File: src/rtl/jtdsp16_hostif.sv
// -----------------------------------------------------------------------------
// jtdsp16_hostif
//
// Host-to-DSP16 command bridge. The host CPU writes 24-bit command entries
// (8-bit address + 16-bit data) into a 4-deep FIFO through three byte
// registers. An interrupt is raised to the DSP while entries are pending. The
// DSP acknowledges, reads the address byte (psel=0) and the data word (psel=1)
// from its parallel input bus, and the psel=1 read pops the entry. In the
// other direction, the DSP can write one 16-bit word back (pods_n strobe),
// which the host reads as two bytes.
//
// Optional feature: define JTDSP16_HOSTIF_STATUS_EN to make host address 3
// return a status byte {rb_valid, ovf, tmo, 2'b0, level}. Reading it clears
// ovf and tmo. Without the macro that address reads as zero, but the flags
// and the timeout logic keep running.
//
// Ports
//   clk, rst_n        system clock, asynchronous active-low reset
//   cen2              DSP instruction-rate enable (timeout counter only)
//   host_wr, host_rd  one-clk host strobes
//   host_addr[1:0]    0 data hi, 1 data lo, 2 address/commit, 3 status
//   host_din[7:0]     host write data
//   host_dout[7:0]    host read data, registered, valid the clk after host_rd
//   host_full         command FIFO holds 4 entries
//   pbus_in[15:0]     word presented to the DSP parallel input bus
//   pbus_out[15:0]    DSP parallel output bus
//   pids_n, pods_n    DSP parallel input/output strobes (active low)
//   psel              DSP parallel select (0 address byte, 1 data word)
//   irq, iack         interrupt request to the DSP and its acknowledge
//   dbg_state_o       FSM state (0 IDLE, 1 REQ, 2 XFER)
//   dbg_level_o       FIFO occupancy 0..4
//   dbg_ovf_o         sticky overflow flag
//   dbg_tmo_o         sticky interrupt-timeout flag
//   dbg_rb_valid_o    read-back word pending for the host
//
// Handshake: there is no valid/ready backpressure on either side. A host
// strobe is a one-clk command that is always consumed in its cycle; a commit
// into a full FIFO is discarded and reported through ovf. The DSP side
// transfers on the rising edge (end) of its strobes.
// -----------------------------------------------------------------------------
module jtdsp16_hostif (
  input  logic        clk,
  input  logic        rst_n,
  input  logic        cen2,
  input  logic        host_wr,
  input  logic        host_rd,
  input  logic [1:0]  host_addr,
  input  logic [7:0]  host_din,
  output logic [7:0]  host_dout,
  output logic        host_full,
  output logic [15:0] pbus_in,
  input  logic [15:0] pbus_out,
  input  logic        pids_n,
  input  logic        pods_n,
  input  logic        psel,
  output logic        irq,
  input  logic        iack,
  output logic [1:0]  dbg_state_o,
  output logic [2:0]  dbg_level_o,
  output logic        dbg_ovf_o,
  output logic        dbg_tmo_o,
  output logic        dbg_rb_valid_o
);

  typedef enum logic [1:0] {
    ST_IDLE = 2'd0,
    ST_REQ  = 2'd1,
    ST_XFER = 2'd2
  } state_t;

  localparam logic [9:0] TMO_LAST = 10'd1023;

  // ---------------------------------------------------------------------------
  // Registers
  // ---------------------------------------------------------------------------
  logic [23:0] fifo_q [4];
  logic [1:0]  wr_ptr_q, wr_ptr_d;
  logic [1:0]  rd_ptr_q, rd_ptr_d;
  logic [2:0]  level_q, level_d;
  logic [7:0]  dhi_q, dhi_d;
  logic [7:0]  dlo_q, dlo_d;
  logic [15:0] rb_q, rb_d;
  logic        rb_valid_q, rb_valid_d;
  logic        ovf_q, ovf_d;
  logic        tmo_q, tmo_d;
  logic [7:0]  dout_q, dout_d;
  logic        pids_q, pods_q;
  logic [9:0]  tmo_cnt_q;
  state_t      state_q;
  logic        irq_q;

  // ---------------------------------------------------------------------------
  // Control decode
  // ---------------------------------------------------------------------------
  logic        fifo_empty;
  logic        fifo_full;
  logic [23:0] head;
  logic        pids_rise, pods_rise;
  logic        pop, push_req, push, drop;
  logic        tmo_hit;
  logic        stat_clr;
  logic [7:0]  rd_data;

  assign fifo_empty = (level_q == 3'd0);
  assign fifo_full  = (level_q == 3'd4);
  assign head       = fifo_q[rd_ptr_q];

  // A strobe ends when the live pin is high and the previous sample was low.
  assign pids_rise = pids_n & ~pids_q;
  assign pods_rise = pods_n & ~pods_q;

  assign pop      = (state_q == ST_XFER) && pids_rise && psel;
  assign push_req = host_wr && (host_addr == 2'd2);
  // A full FIFO still accepts a commit when the head leaves in the same
  // cycle: the new entry lands in the slot being freed, which becomes the tail.
  assign push     = push_req && (!fifo_full || pop);
  assign drop     = push_req && fifo_full && !pop;

  // Acknowledge wins over a timeout that matures in the same cycle.
  assign tmo_hit  = (state_q == ST_REQ) && !iack && (tmo_cnt_q == TMO_LAST);

`ifdef JTDSP16_HOSTIF_STATUS_EN
  assign stat_clr = host_rd && (host_addr == 2'd3);
`else
  assign stat_clr = 1'b0;
`endif

  always_comb begin
    rd_data = 8'd0;
    case (host_addr)
      2'd0:    rd_data = rb_q[15:8];
      2'd1:    rd_data = rb_q[7:0];
      2'd2:    rd_data = 8'd0;
      default: begin
`ifdef JTDSP16_HOSTIF_STATUS_EN
        rd_data = {rb_valid_q, ovf_q, tmo_q, 2'b00, level_q};
`else
        rd_data = 8'd0;
`endif
      end
    endcase
  end

  // ---------------------------------------------------------------------------
  // Next-state for datapath registers
  // ---------------------------------------------------------------------------
  always_comb begin
    wr_ptr_d   = push ? wr_ptr_q + 2'd1 : wr_ptr_q;
    rd_ptr_d   = pop  ? rd_ptr_q + 2'd1 : rd_ptr_q;
    level_d    = level_q + {2'b00, push} - {2'b00, pop};

    dhi_d      = (host_wr && host_addr == 2'd0) ? host_din : dhi_q;
    dlo_d      = (host_wr && host_addr == 2'd1) ? host_din : dlo_q;

    rb_d       = pods_rise ? pbus_out : rb_q;
    // A new DSP word takes priority over the host consuming the old one.
    rb_valid_d = rb_valid_q;
    if (host_rd && host_addr == 2'd1) rb_valid_d = 1'b0;
    if (pods_rise)                    rb_valid_d = 1'b1;

    // Setting events take priority over a status-read clear.
    ovf_d      = drop    ? 1'b1 : (stat_clr ? 1'b0 : ovf_q);
    tmo_d      = tmo_hit ? 1'b1 : (stat_clr ? 1'b0 : tmo_q);

    dout_d     = host_rd ? rd_data : dout_q;
  end

  always_ff @(posedge clk or negedge rst_n) begin
    if (!rst_n) begin
      for (int i = 0; i < 4; i++) fifo_q[i] <= 24'd0;
      wr_ptr_q   <= 2'd0;
      rd_ptr_q   <= 2'd0;
      level_q    <= 3'd0;
      dhi_q      <= 8'd0;
      dlo_q      <= 8'd0;
      rb_q       <= 16'd0;
      rb_valid_q <= 1'b0;
      ovf_q      <= 1'b0;
      tmo_q      <= 1'b0;
      dout_q     <= 8'd0;
      pids_q     <= 1'b1;
      pods_q     <= 1'b1;
    end else begin
      if (push) fifo_q[wr_ptr_q] <= {host_din, dhi_q, dlo_q};
      wr_ptr_q   <= wr_ptr_d;
      rd_ptr_q   <= rd_ptr_d;
      level_q    <= level_d;
      dhi_q      <= dhi_d;
      dlo_q      <= dlo_d;
      rb_q       <= rb_d;
      rb_valid_q <= rb_valid_d;
      ovf_q      <= ovf_d;
      tmo_q      <= tmo_d;
      dout_q     <= dout_d;
      pids_q     <= pids_n;
      pods_q     <= pods_n;
    end
  end

  // ---------------------------------------------------------------------------
  // Interrupt FSM with registered irq and the REQ timeout counter
  // ---------------------------------------------------------------------------
  always_ff @(posedge clk or negedge rst_n) begin
    if (!rst_n) begin
      state_q   <= ST_IDLE;
      irq_q     <= 1'b0;
      tmo_cnt_q <= 10'd0;
    end else begin
      case (state_q)
        ST_IDLE: begin
          tmo_cnt_q <= 10'd0;
          if (!fifo_empty) begin
            state_q <= ST_REQ;
            irq_q   <= 1'b1;
          end
        end
        ST_REQ: begin
          if (iack) begin
            state_q   <= ST_XFER;
            irq_q     <= 1'b0;
            tmo_cnt_q <= 10'd0;
          end else if (tmo_hit) begin
            // Give up on this request; the entry stays queued so IDLE
            // re-raises irq on the following cycle.
            state_q   <= ST_IDLE;
            irq_q     <= 1'b0;
            tmo_cnt_q <= 10'd0;
          end else if (cen2) begin
            tmo_cnt_q <= tmo_cnt_q + 10'd1;
          end
        end
        ST_XFER: begin
          tmo_cnt_q <= 10'd0;
          if (pop) state_q <= ST_IDLE;
        end
        default: begin
          state_q   <= ST_IDLE;
          irq_q     <= 1'b0;
          tmo_cnt_q <= 10'd0;
        end
      endcase
    end
  end

  // ---------------------------------------------------------------------------
  // Outputs
  // ---------------------------------------------------------------------------
  always_comb begin
    pbus_in = 16'd0;
    if (!fifo_empty) pbus_in = psel ? head[15:0] : {8'd0, head[23:16]};
  end

  assign host_dout      = dout_q;
  assign host_full      = fifo_full;
  assign irq            = irq_q;
  assign dbg_state_o    = state_q;
  assign dbg_level_o    = level_q;
  assign dbg_ovf_o      = ovf_q;
  assign dbg_tmo_o      = tmo_q;
  assign dbg_rb_valid_o = rb_valid_q;

endmodule

File: config.mk
export PLATFORM = sky130hd
export DESIGN_NAME = jtdsp16_hostif
export DESIGN_NICKNAME = d
export VERILOG_FILES = /design/src/rtl/jtdsp16_hostif.sv
export SDC_FILE = /design/constraint.sdc
export NUM_CORES = 1
export LEC_CHECK = 0
export ABC_AREA = 1
export CORE_MARGIN = 2
export CORE_UTILIZATION = 62
export CTS_CLUSTER_SIZE = 25
export DETAILED_ROUTE_END_ITERATION = 12
export PLACE_DENSITY = 0.83
export SYNTH_ARGS = -nofsm -noshare
export SYNTH_HDL_FRONTEND = slang
export SYNTH_SLANG_ARGS = --single-unit
File: constraint.sdc
create_clock -name clk -period 3.6 [get_ports clk]
set_input_delay 0.72 -clock clk [delete_from_list [all_inputs] [get_ports clk]]
set_output_delay 0.72 -clock clk [all_outputs]
set_load 0.02 [all_outputs]
## After elaboration in Yosys (flattened, before gate mapping)

Index checks and enable logic that the tools add are counted.

- Muxes and demuxes: 24
- Reduce and logical (&&, ||, !) cells: 22
- Shifts and indexed selects: 0
- Div/mod/pow operators: 0
- Bitwise operators: 7
- Add/sub/neg operators: 5
- $lt $le $gt $ge: 3
- Equality and inequality tests: 10
- $mul: 0

Operators with widths:

| kind | number |
|---|---|
| 96-bit bitwise mux | 1 |
| 24-bit 2-to-1 mux | 3 |
| 24-bit binary-select mux with 2-bit select | 1 |
| 24-bit demux with 2-bit select | 1 |
| 10-bit 2-to-1 mux | 4 |
| 16-bit 2-to-1 mux | 2 |
| 8-bit case mux with 2 select lines | 1 |
| 1-bit logical AND | 12 |
| 10-bit by 1-bit adder with 10-bit output (second input constant) | 1 |
| 10-bit equality test (second input constant) | 1 |
| 2-bit 2-to-1 mux | 4 |
| 3-bit >= comparator (second input constant) | 2 |
| 2-bit inverter with 3-bit output | 2 |
| 2-bit case mux with 3 select lines | 1 |
| 3-bit AND reduction | 2 |
| 1-bit 2-to-1 mux | 5 |
| 2-bit by 1-bit adder with 2-bit output (second input constant) | 2 |
| 2-bit by 1-bit equality test with 1-bit output (second input constant) | 2 |
| 2-bit equality test (second input constant) | 2 |
| 2-bit zero test | 2 |
| 2-bit inequality test (second input constant) | 2 |
| 4-bit inequality test (second input constant) | 1 |
| 3-bit by 1-bit adder with 3-bit output | 1 |
| 3-bit equality test (second input constant) | 1 |
| 10 further kinds | 15 |

- Bits in writable memories: 0
- Bits in registers: 161
- Latch bits: 0
- Memory bits (read-only): 0
- Input port bits: 35
- Output and inout bits: 34
- Word-level logic and storage cells: 90
- Memories: 0

## Longest topological paths before layout

Gate-level depths: netlist of run 1.

- Word-level depth: 8
- Depth in mapped cells: 12

## Worst setup path before layout of run 1

Ideal clock, no wire load.

- Path kind: input-to-reg
- Start: input pids_n
- End: register level_q[2] (netlist: dbg_level_o[2])
- Data required time: 3.471 ns
- Arrival: 2.290 ns
- Stages: 11
- Buffers on the path: 1
- Library setup time: 0.129 ns
- Path slack: 1.181 ns
- Cell sequence: inv_1 > nor2_2 > nand3_4 > nand2_4 > buf_4 > nand2_1 > ha_1 > inv_1 > ha_1 > fa_1 > xor2_1

- Word-level cells in the longest chain between the ends: 7

RTL lines:

| item | line | source |
|---|---|---|
| from (decl) | 53 | `input logic pids_n,` |
| 1-bit bitwise AND * | 109 | `assign pids_rise = pids_n & ~pids_q;` |
| 1-bit logical AND * (2 in a row) | 112 | `assign pop = (state_q == ST_XFER) && pids_rise && psel;` |
| 1-bit logical OR | 116 | `assign push = push_req && (!fifo_full \|\| pop);` |
| 1-bit logical AND | 116 |  |
| 3-bit by 1-bit adder with 3-bit output | 150 | `level_d = level_q + {2'b00, push} - {2'b00, pop};` |
| 3-bit by 1-bit subtractor with 3-bit output * | 150 |  |
| via level_d[2] | 79 | `logic [2:0] level_q, level_d;` |
| to (signal assigned) | 187 | `level_q <= level_d;` |
| to (decl) | 79 |  |

Mark *: on every way through the listed nets, which the timed path passes. The rest lies on a longest branch.
A chain may end at the register's enable or synchronous reset.

## Worst setup path in the final report of run 1

- Start: input psel
- End: output pbus_in[12]

- Word-level cells in the longest chain between the ends: 2

RTL lines:

| item | line | source |
|---|---|---|
| from (decl) | 55 | `input logic psel,` |
| 16-bit 2-to-1 mux (2 in a row) | 250 | `if (!fifo_empty) pbus_in = psel ? head[15:0] : {8'd0, head[23:16]};` |
| to (decl) | 51 | `output logic [15:0] pbus_in,` |

No other way between the ends.

==> flow_metrics.env, run 1 <==
export IMPL_status="finished clean"
export IMPL_grt_pass1_vias=6305
export IMPL_diodes=0
export IMPL_worstMarginPinSlew_ns=0.977
export IMPL_fin_ws_ns=0.240
export IMPL_yosysMostFrequentCell="nand2_1"
export IMPL_cpPeakStageDelay_ns=0.62
export IMPL_wl_per_cell_um=16.6
export IMPL_syn_area_um2=7680
export IMPL_ys_warn_count=0
export IMPL_synth_simple_area_share=0.286
export IMPL_die_y_um=115
export IMPL_end_kind="primary output"
export IMPL_cts_resized_gates=0
export IMPL_synth_mux_area_frac=0
export IMPL_post_dp_hpwl_um=11300
export IMPL_synth_top_cells_by_count="258 x nand2_1, 159 x dfrtp_1, 105 x nor2_1"
export IMPL_nets=1004
export IMPL_fill_cells=901
export IMPL_syn_area_per_cell_um2=8.39
export IMPL_post_cts_buffers=0
export IMPL_drt_pass1_iterations=5
export IMPL_final_layout_size_suffix_gt1_frac=0.0729
export IMPL_max_freq_mhz=298
export IMPL_clk_path_buf_depth=2
export IMPL_critPathLaunchType="input pin"
export IMPL_p_per_area_nw_per_um2=808
export IMPL_critPathKind="in2out"
export IMPL_syn_instance_count=915
export IMPL_cts_made_buffers=17
export IMPL_crit_required_ns=2.88
export IMPL_synth_top_cell_by_area="dfrtp_1"
export IMPL_synth_top_cell_area_share=0.518
export IMPL_hold_viol_final=0
export IMPL_routed_via_density=5.87
export IMPL_port_buffers=68
export IMPL_dieArea_um2=13300
export IMPL_worst_skew_pair_late_latency_ns=0.42
export IMPL_antenna_found_initial=0
export IMPL_rows=40
export IMPL_cts_tree="done"
export IMPL_max_slew_margin_rel=0.347
export IMPL_seq_area_um2=4030
export IMPL_crit_slowest_cell="clkdlybuf4s50_1"
export IMPL_synth_area_leaders="dfrtp_1 52%, nand2_1 13%, nand4_1 8.1%, nor2_1 5.1%, o21ai_0 4.6%"
export IMPL_grt_pass1_wl_um=31800
export IMPL_irDropWorstVdd_mv=0.541
export IMPL_hold_buffers=0
export IMPL_core_area_um2=12100
export IMPL_drc=0
export IMPL_io_pins=69
export IMPL_cp_max_fo=8
export IMPL_synthArstFlopShare=1.00
export IMPL_grt_max_degree=71
export IMPL_clock_root_buffer="clkbuf_16"
export IMPL_final_min_clock_period_ns=3.36
export IMPL_synth_compound_area_share=0.0899
export IMPL_clk_pin_slew_ns=0.06
export IMPL_detail_route_antenna_nets=0
export IMPL_drtIter0Drc=818
export IMPL_synth_edf_count=0
export IMPL_gr_total_overflow=0
export IMPL_p_leak_uw=0.00441
export IMPL_start_util=0.637
export IMPL_ys_seq_elements=161
export IMPL_final_setup_viol_count=0
export IMPL_gp_congestion=0.820
export IMPL_syn2layout_area_growth_pct=16.6
export IMPL_tns_ns=0
export IMPL_synth_seq_area_share=0.525
export IMPL_pre_cts_slack_ns=0.260
export IMPL_synth_adder_area_share=0.0140
export IMPL_vias=6699
export IMPL_hp_class="in2async"
export IMPL_whs_ns=0.286
export IMPL_final_setup_skew_ns=0.00393
export IMPL_grt_usage=0.311
export IMPL_clock_sinks=161
export IMPL_maxCapViolCount=0
export IMPL_slew_violations=0
export IMPL_syn_nets=958
export IMPL_htree_levels=4
export IMPL_synth_distinct_cells=30
export IMPL_rsz0062_at_grt="no"
export IMPL_multi_input_area_um2=3060
export IMPL_dieWidth_um=115
export IMPL_totalWireLength_um=19000
export IMPL_period_share=0.933
export IMPL_cp_cell_sequence="clkdlybuf4s50_1, inv_1, nor2_2, inv_1, a21oi_1, clkdlybuf4s50_1"
export IMPL_synth_ff_type="dfrtp_1"
export IMPL_synthXorXnorAreaFrac=0.00912
export IMPL_synth_top_family_by_area="simple AND/OR/NAND/NOR gates"
export IMPL_critPathArrivalTime_ns=2.64
## layout make-up
type | instances | area share
clock buffers | 27 | 0.0584
repair buffers | 91 | 0.0983
inverters | 58 | 0.0243
flip-flops and latches | 161 | 0.450
well taps | 168 | 0.0235
multi-input cells | 632 | 0.342
clock inverters | 5 | 0.00280
## flip-flops by register name, indices dropped and copies added, names as in the netlist
register and cells:
dbg_level_o 3, dbg_ovf_o 1, dbg_rb_valid_o 1, dbg_state_o 2, dbg_tmo_o 1, dhi_q 8
dlo_q 8, fifo_q 96, host_dout 8, irq 1, pids_q 1, pods_q 1
rb_q 16, rd_ptr_q 2, tmo_cnt_q 10, wr_ptr_q 2
## layer usage
| layer | GRT usage | routed length [um] |
|---|---|---|
| met2 | 0.486 | 9380 |
| met3 | 0.0754 | 1410 |
| met5 | 0 | 0 |
| met4 | 0.116 | 443 |
| met1 | 0.426 | 7770 |
## per-stage QoR
step	area (um2)	utilization	power, uW	std cells
2_1_floorplan	7680	-	4580	915
3_3_place_gp	8400	0.697	5470	1110
3_5_place_dp	8400	0.697	5530	1110
4_1_cts	8950	0.742	7220	1142
5_1_grt	8950	0.742	7700	1142
6_report	8950	0.742	7230	1142
## worst max-delay path: cells and delay by family
kind / cells / cell delay (ns)
AO/OA/AOI/OAI: 1 / 0.18
buffers and inverters: 4 / 1.51
AND/OR/NAND/NOR: 1 / 0.23
## where the power goes
group / switching, uW / internal [uW]
logic: 1780 / 1010
registers: 367 / 2410
clock network: 682 / 986
## placed cells by master (no fill, tap or decap), drive strengths merged, types with 8 or more instances in the layout
cell type / count
a21oi: 30
buf: 24
clkbuf: 27
clkdlybuf4s50: 67
dfrtp: 159
inv: 58
nand2: 259
nand3: 12
nand4: 99
nor2: 110
o21ai: 81
o221ai: 8
o22ai: 9
## path summary, 6_finish.rpt
path | from | end | cells past startpoint | slack (ns)
min in group clk | dbg_tmo_o | dbg_tmo_o | 2 | 0.46
max in group asynchronous | rst_n | pids_q | 2 | 2.45
max reg2reg | dbg_state_o[0] | fifo_q[16] | 9 | 1.40
max | psel | pbus_in[12] | 6 | 0.24
min reg2reg | dbg_tmo_o | dbg_tmo_o | 2 | 0.46
min | rst_n | rb_q[10] | 1 | 0.29
## cell families (layout without fill, tap and decap cells)
logic type,Yosys count,after routing
and+or+nand+nor,487,487
DFF,161,161
AOI/OAI and AO/OA,129,129
buffers and inverters,122,181
adders and majority gates,8,8
xor gates and xnor gates,8,8
Note: power is estimated with default switching activity, not from simulation.
==> run 2, diff against run 1 <==
--- a/config.mk
+++ b/config.mk
@@ -6,11 +6,12 @@
 export NUM_CORES = 1
 export LEC_CHECK = 0
 export ABC_AREA = 1
+export CAP_MARGIN = 25
 export CORE_MARGIN = 2
 export CORE_UTILIZATION = 62
 export CTS_CLUSTER_SIZE = 25
 export DETAILED_ROUTE_END_ITERATION = 12
-export PLACE_DENSITY = 0.83
+export PLACE_DENSITY_LB_ADDON = 0.1
 export SYNTH_ARGS = -nofsm -noshare
 export SYNTH_HDL_FRONTEND = slang
 export SYNTH_SLANG_ARGS = --single-unit
==> flow_metrics.env, run 2 (same netlist as run 1, synthesis figures left out) <==
export IMPL_gr_usage_met1=0.419
export IMPL_drtIter0Drc=848
export IMPL_grtUsageMet3=0.0648
export IMPL_cpPeakStageDelay_ns=0.62
export IMPL_post_cts_buffers=0
export IMPL_dieWidth_um=115
export IMPL_io_pins=69
export IMPL_final_min_clock_period_ns=3.50
export IMPL_placedInstanceArea_um2=8400
export IMPL_core_area_um2=12100
export IMPL_grt_usage=0.316
export IMPL_max_freq_mhz=286
export IMPL_port_buffers=68
export IMPL_clk_pin_slew_ns=0.06
export IMPL_drt_pass1_iterations=5
export IMPL_p_per_area_nw_per_um2=845
export IMPL_gr_total_overflow=0
export IMPL_p_total_uw=7660
export IMPL_critPathLaunchType="flip-flop"
export IMPL_diodes=0
export IMPL_irDropWorstVdd_mv=0.500
export IMPL_cp_max_fo=24
export IMPL_crit_required_ns=2.88
export IMPL_cts_tree="done"
export IMPL_die_y_um=115
export IMPL_hold_buffers=0
export IMPL_layout_commonest_cell="nand2_1"
export IMPL_antenna_found_initial=0
export IMPL_start_util=0.637
export IMPL_status="finished clean"
export IMPL_cp_cell_sequence="buf_4, o21ai_0, o21ai_0, inv_1, o21ai_1, clkdlybuf4s50_1"
export IMPL_htree_levels=4
export IMPL_wl_per_cell_um=17.5
export IMPL_largest_reg_flops=96
export IMPL_totalWireLength_um=19900
export IMPL_grt_max_degree=102
export IMPL_clock_sinks=161
export IMPL_detail_route_antenna_nets=0
export IMPL_grt_busiest_layer="met2"
export IMPL_cp_num_buf_inv=3
export IMPL_slew_violations=0
export IMPL_critPathTopFamily="buffers and inverters"
export IMPL_hold_viol_final=0
export IMPL_routed_via_density=5.91
export IMPL_period_share=0.972
export IMPL_crit_slowest_cell="dfrtp_1"
export IMPL_cts_made_buffers=17
export IMPL_whs_ns=0.242
export IMPL_dieArea_um2=13300
export IMPL_critPathKind="reg2out"
export IMPL_largest_register="fifo_q"
export IMPL_end_kind="primary output"
export IMPL_vias=6727
export IMPL_maxCapViolCount=0
export IMPL_hp_class="in2async"
export IMPL_rsz0062_at_grt="no"
export IMPL_rows=40
export IMPL_layout_common_cells="258 x nand2_1, 159 x dfrtp_1, 105 x nor2_1"
export IMPL_tns_ns=0
export IMPL_grt_pass1_vias=6568
export IMPL_final_setup_viol_count=0
export IMPL_worst_skew_pair_late_latency_ns=0.42
export IMPL_final_layout_size_suffix_gt1_frac=0.0721
export IMPL_design_area_um2=9060
export IMPL_final_setup_skew_ns=0.00665
export IMPL_grt_pass1_wl_um=32600
export IMPL_met2_usage=0.507
export IMPL_path_common_cell="o21ai_0"
export IMPL_worstMarginPinSlew_ns=1.01
export IMPL_max_slew_margin_rel=0.326
export IMPL_critPathArrivalTime_ns=2.78
export IMPL_reg_largest_list="fifo_q: 96 flops, rb_q: 16 flops, tmo_cnt_q: 10 flops"
export IMPL_clk_path_buf_depth=2
export IMPL_syn2layout_area_growth_pct=18.0
export IMPL_drc=0
export IMPL_cts_resized_gates=0
export IMPL_clock_root_buffer="clkbuf_16"
export IMPL_p_leak_uw=0.00445
export IMPL_gp_congestion=0.841
export IMPL_nets=1002
export IMPL_post_dp_hpwl_um=12400
[run 2: area by class of cell]
type	count	area, um2
Clock inverter	10	206
Fill cell	885	3000
Inverter	58	218
Tap cell	168	210
Timing Repair Buffer	89	872
Clock buffer	21	460
Multi-Input combinational cell	632	3060
Sequential cell	161	4030
[run 2: worst register-to-register path, stage by stage, from the launching register on]
cell and delay [ns]:
dfrtp_1 0.41, inv_2 0.06, nand2_1 0.07, inv_2 0.08, nand3_4 0.11, nand2_4 0.10
nand2_1 0.10, ha_1 0.29, inv_1 0.04, ha_1 0.18, fa_1 0.38, xor2_1 0.17
[run 2: path summary, 6_finish.rpt]
check | startpoint | end | slack (ns) | cells after the start
worst max-delay path | rd_ptr_q[1] | pbus_in[0] | 0.10 | 6
worst min-delay path | rst_n | tmo_cnt_q[2] | 0.24 | 1
worst max register to register | dbg_state_o[0] | dbg_level_o[2] | 1.51 | 11
worst min register to register | fifo_q[24] | fifo_q[24] | 0.47 | 2
max in group asynchronous | rst_n | fifo_q[92] | 2.31 | 3
min in group clk | fifo_q[24] | fifo_q[24] | 0.47 | 2
[run 2: layer usage]
metal | vias to the layer above | routed length (um)
li1 | 3124 | -
met1 | 3188 | 7980
met2 | 364 | 9810
met3 | 51 | 1630
met4 | 0 | 519
met5 | - | 0
[run 2: power breakdown]
group	switching, uW	leakage, uW	internal [uW]	total [uW]
logic	1820	0.00209	1010	2830
clock network	696	0.000323	1330	2030
registers	394	0.00204	2410	2800
[run 2: stage by stage]
stage | util | setup slack [ns] | std cells
detailed placement | 0.696 | 0.247 | 1108
finish | 0.751 | 0.101 | 1139
CTS | 0.751 | 0.187 | 1139
global route | 0.751 | 0.0275 | 1139
global placement | 0.694 | 0.316 | 1107
floorplan | - | 1.18 | 915
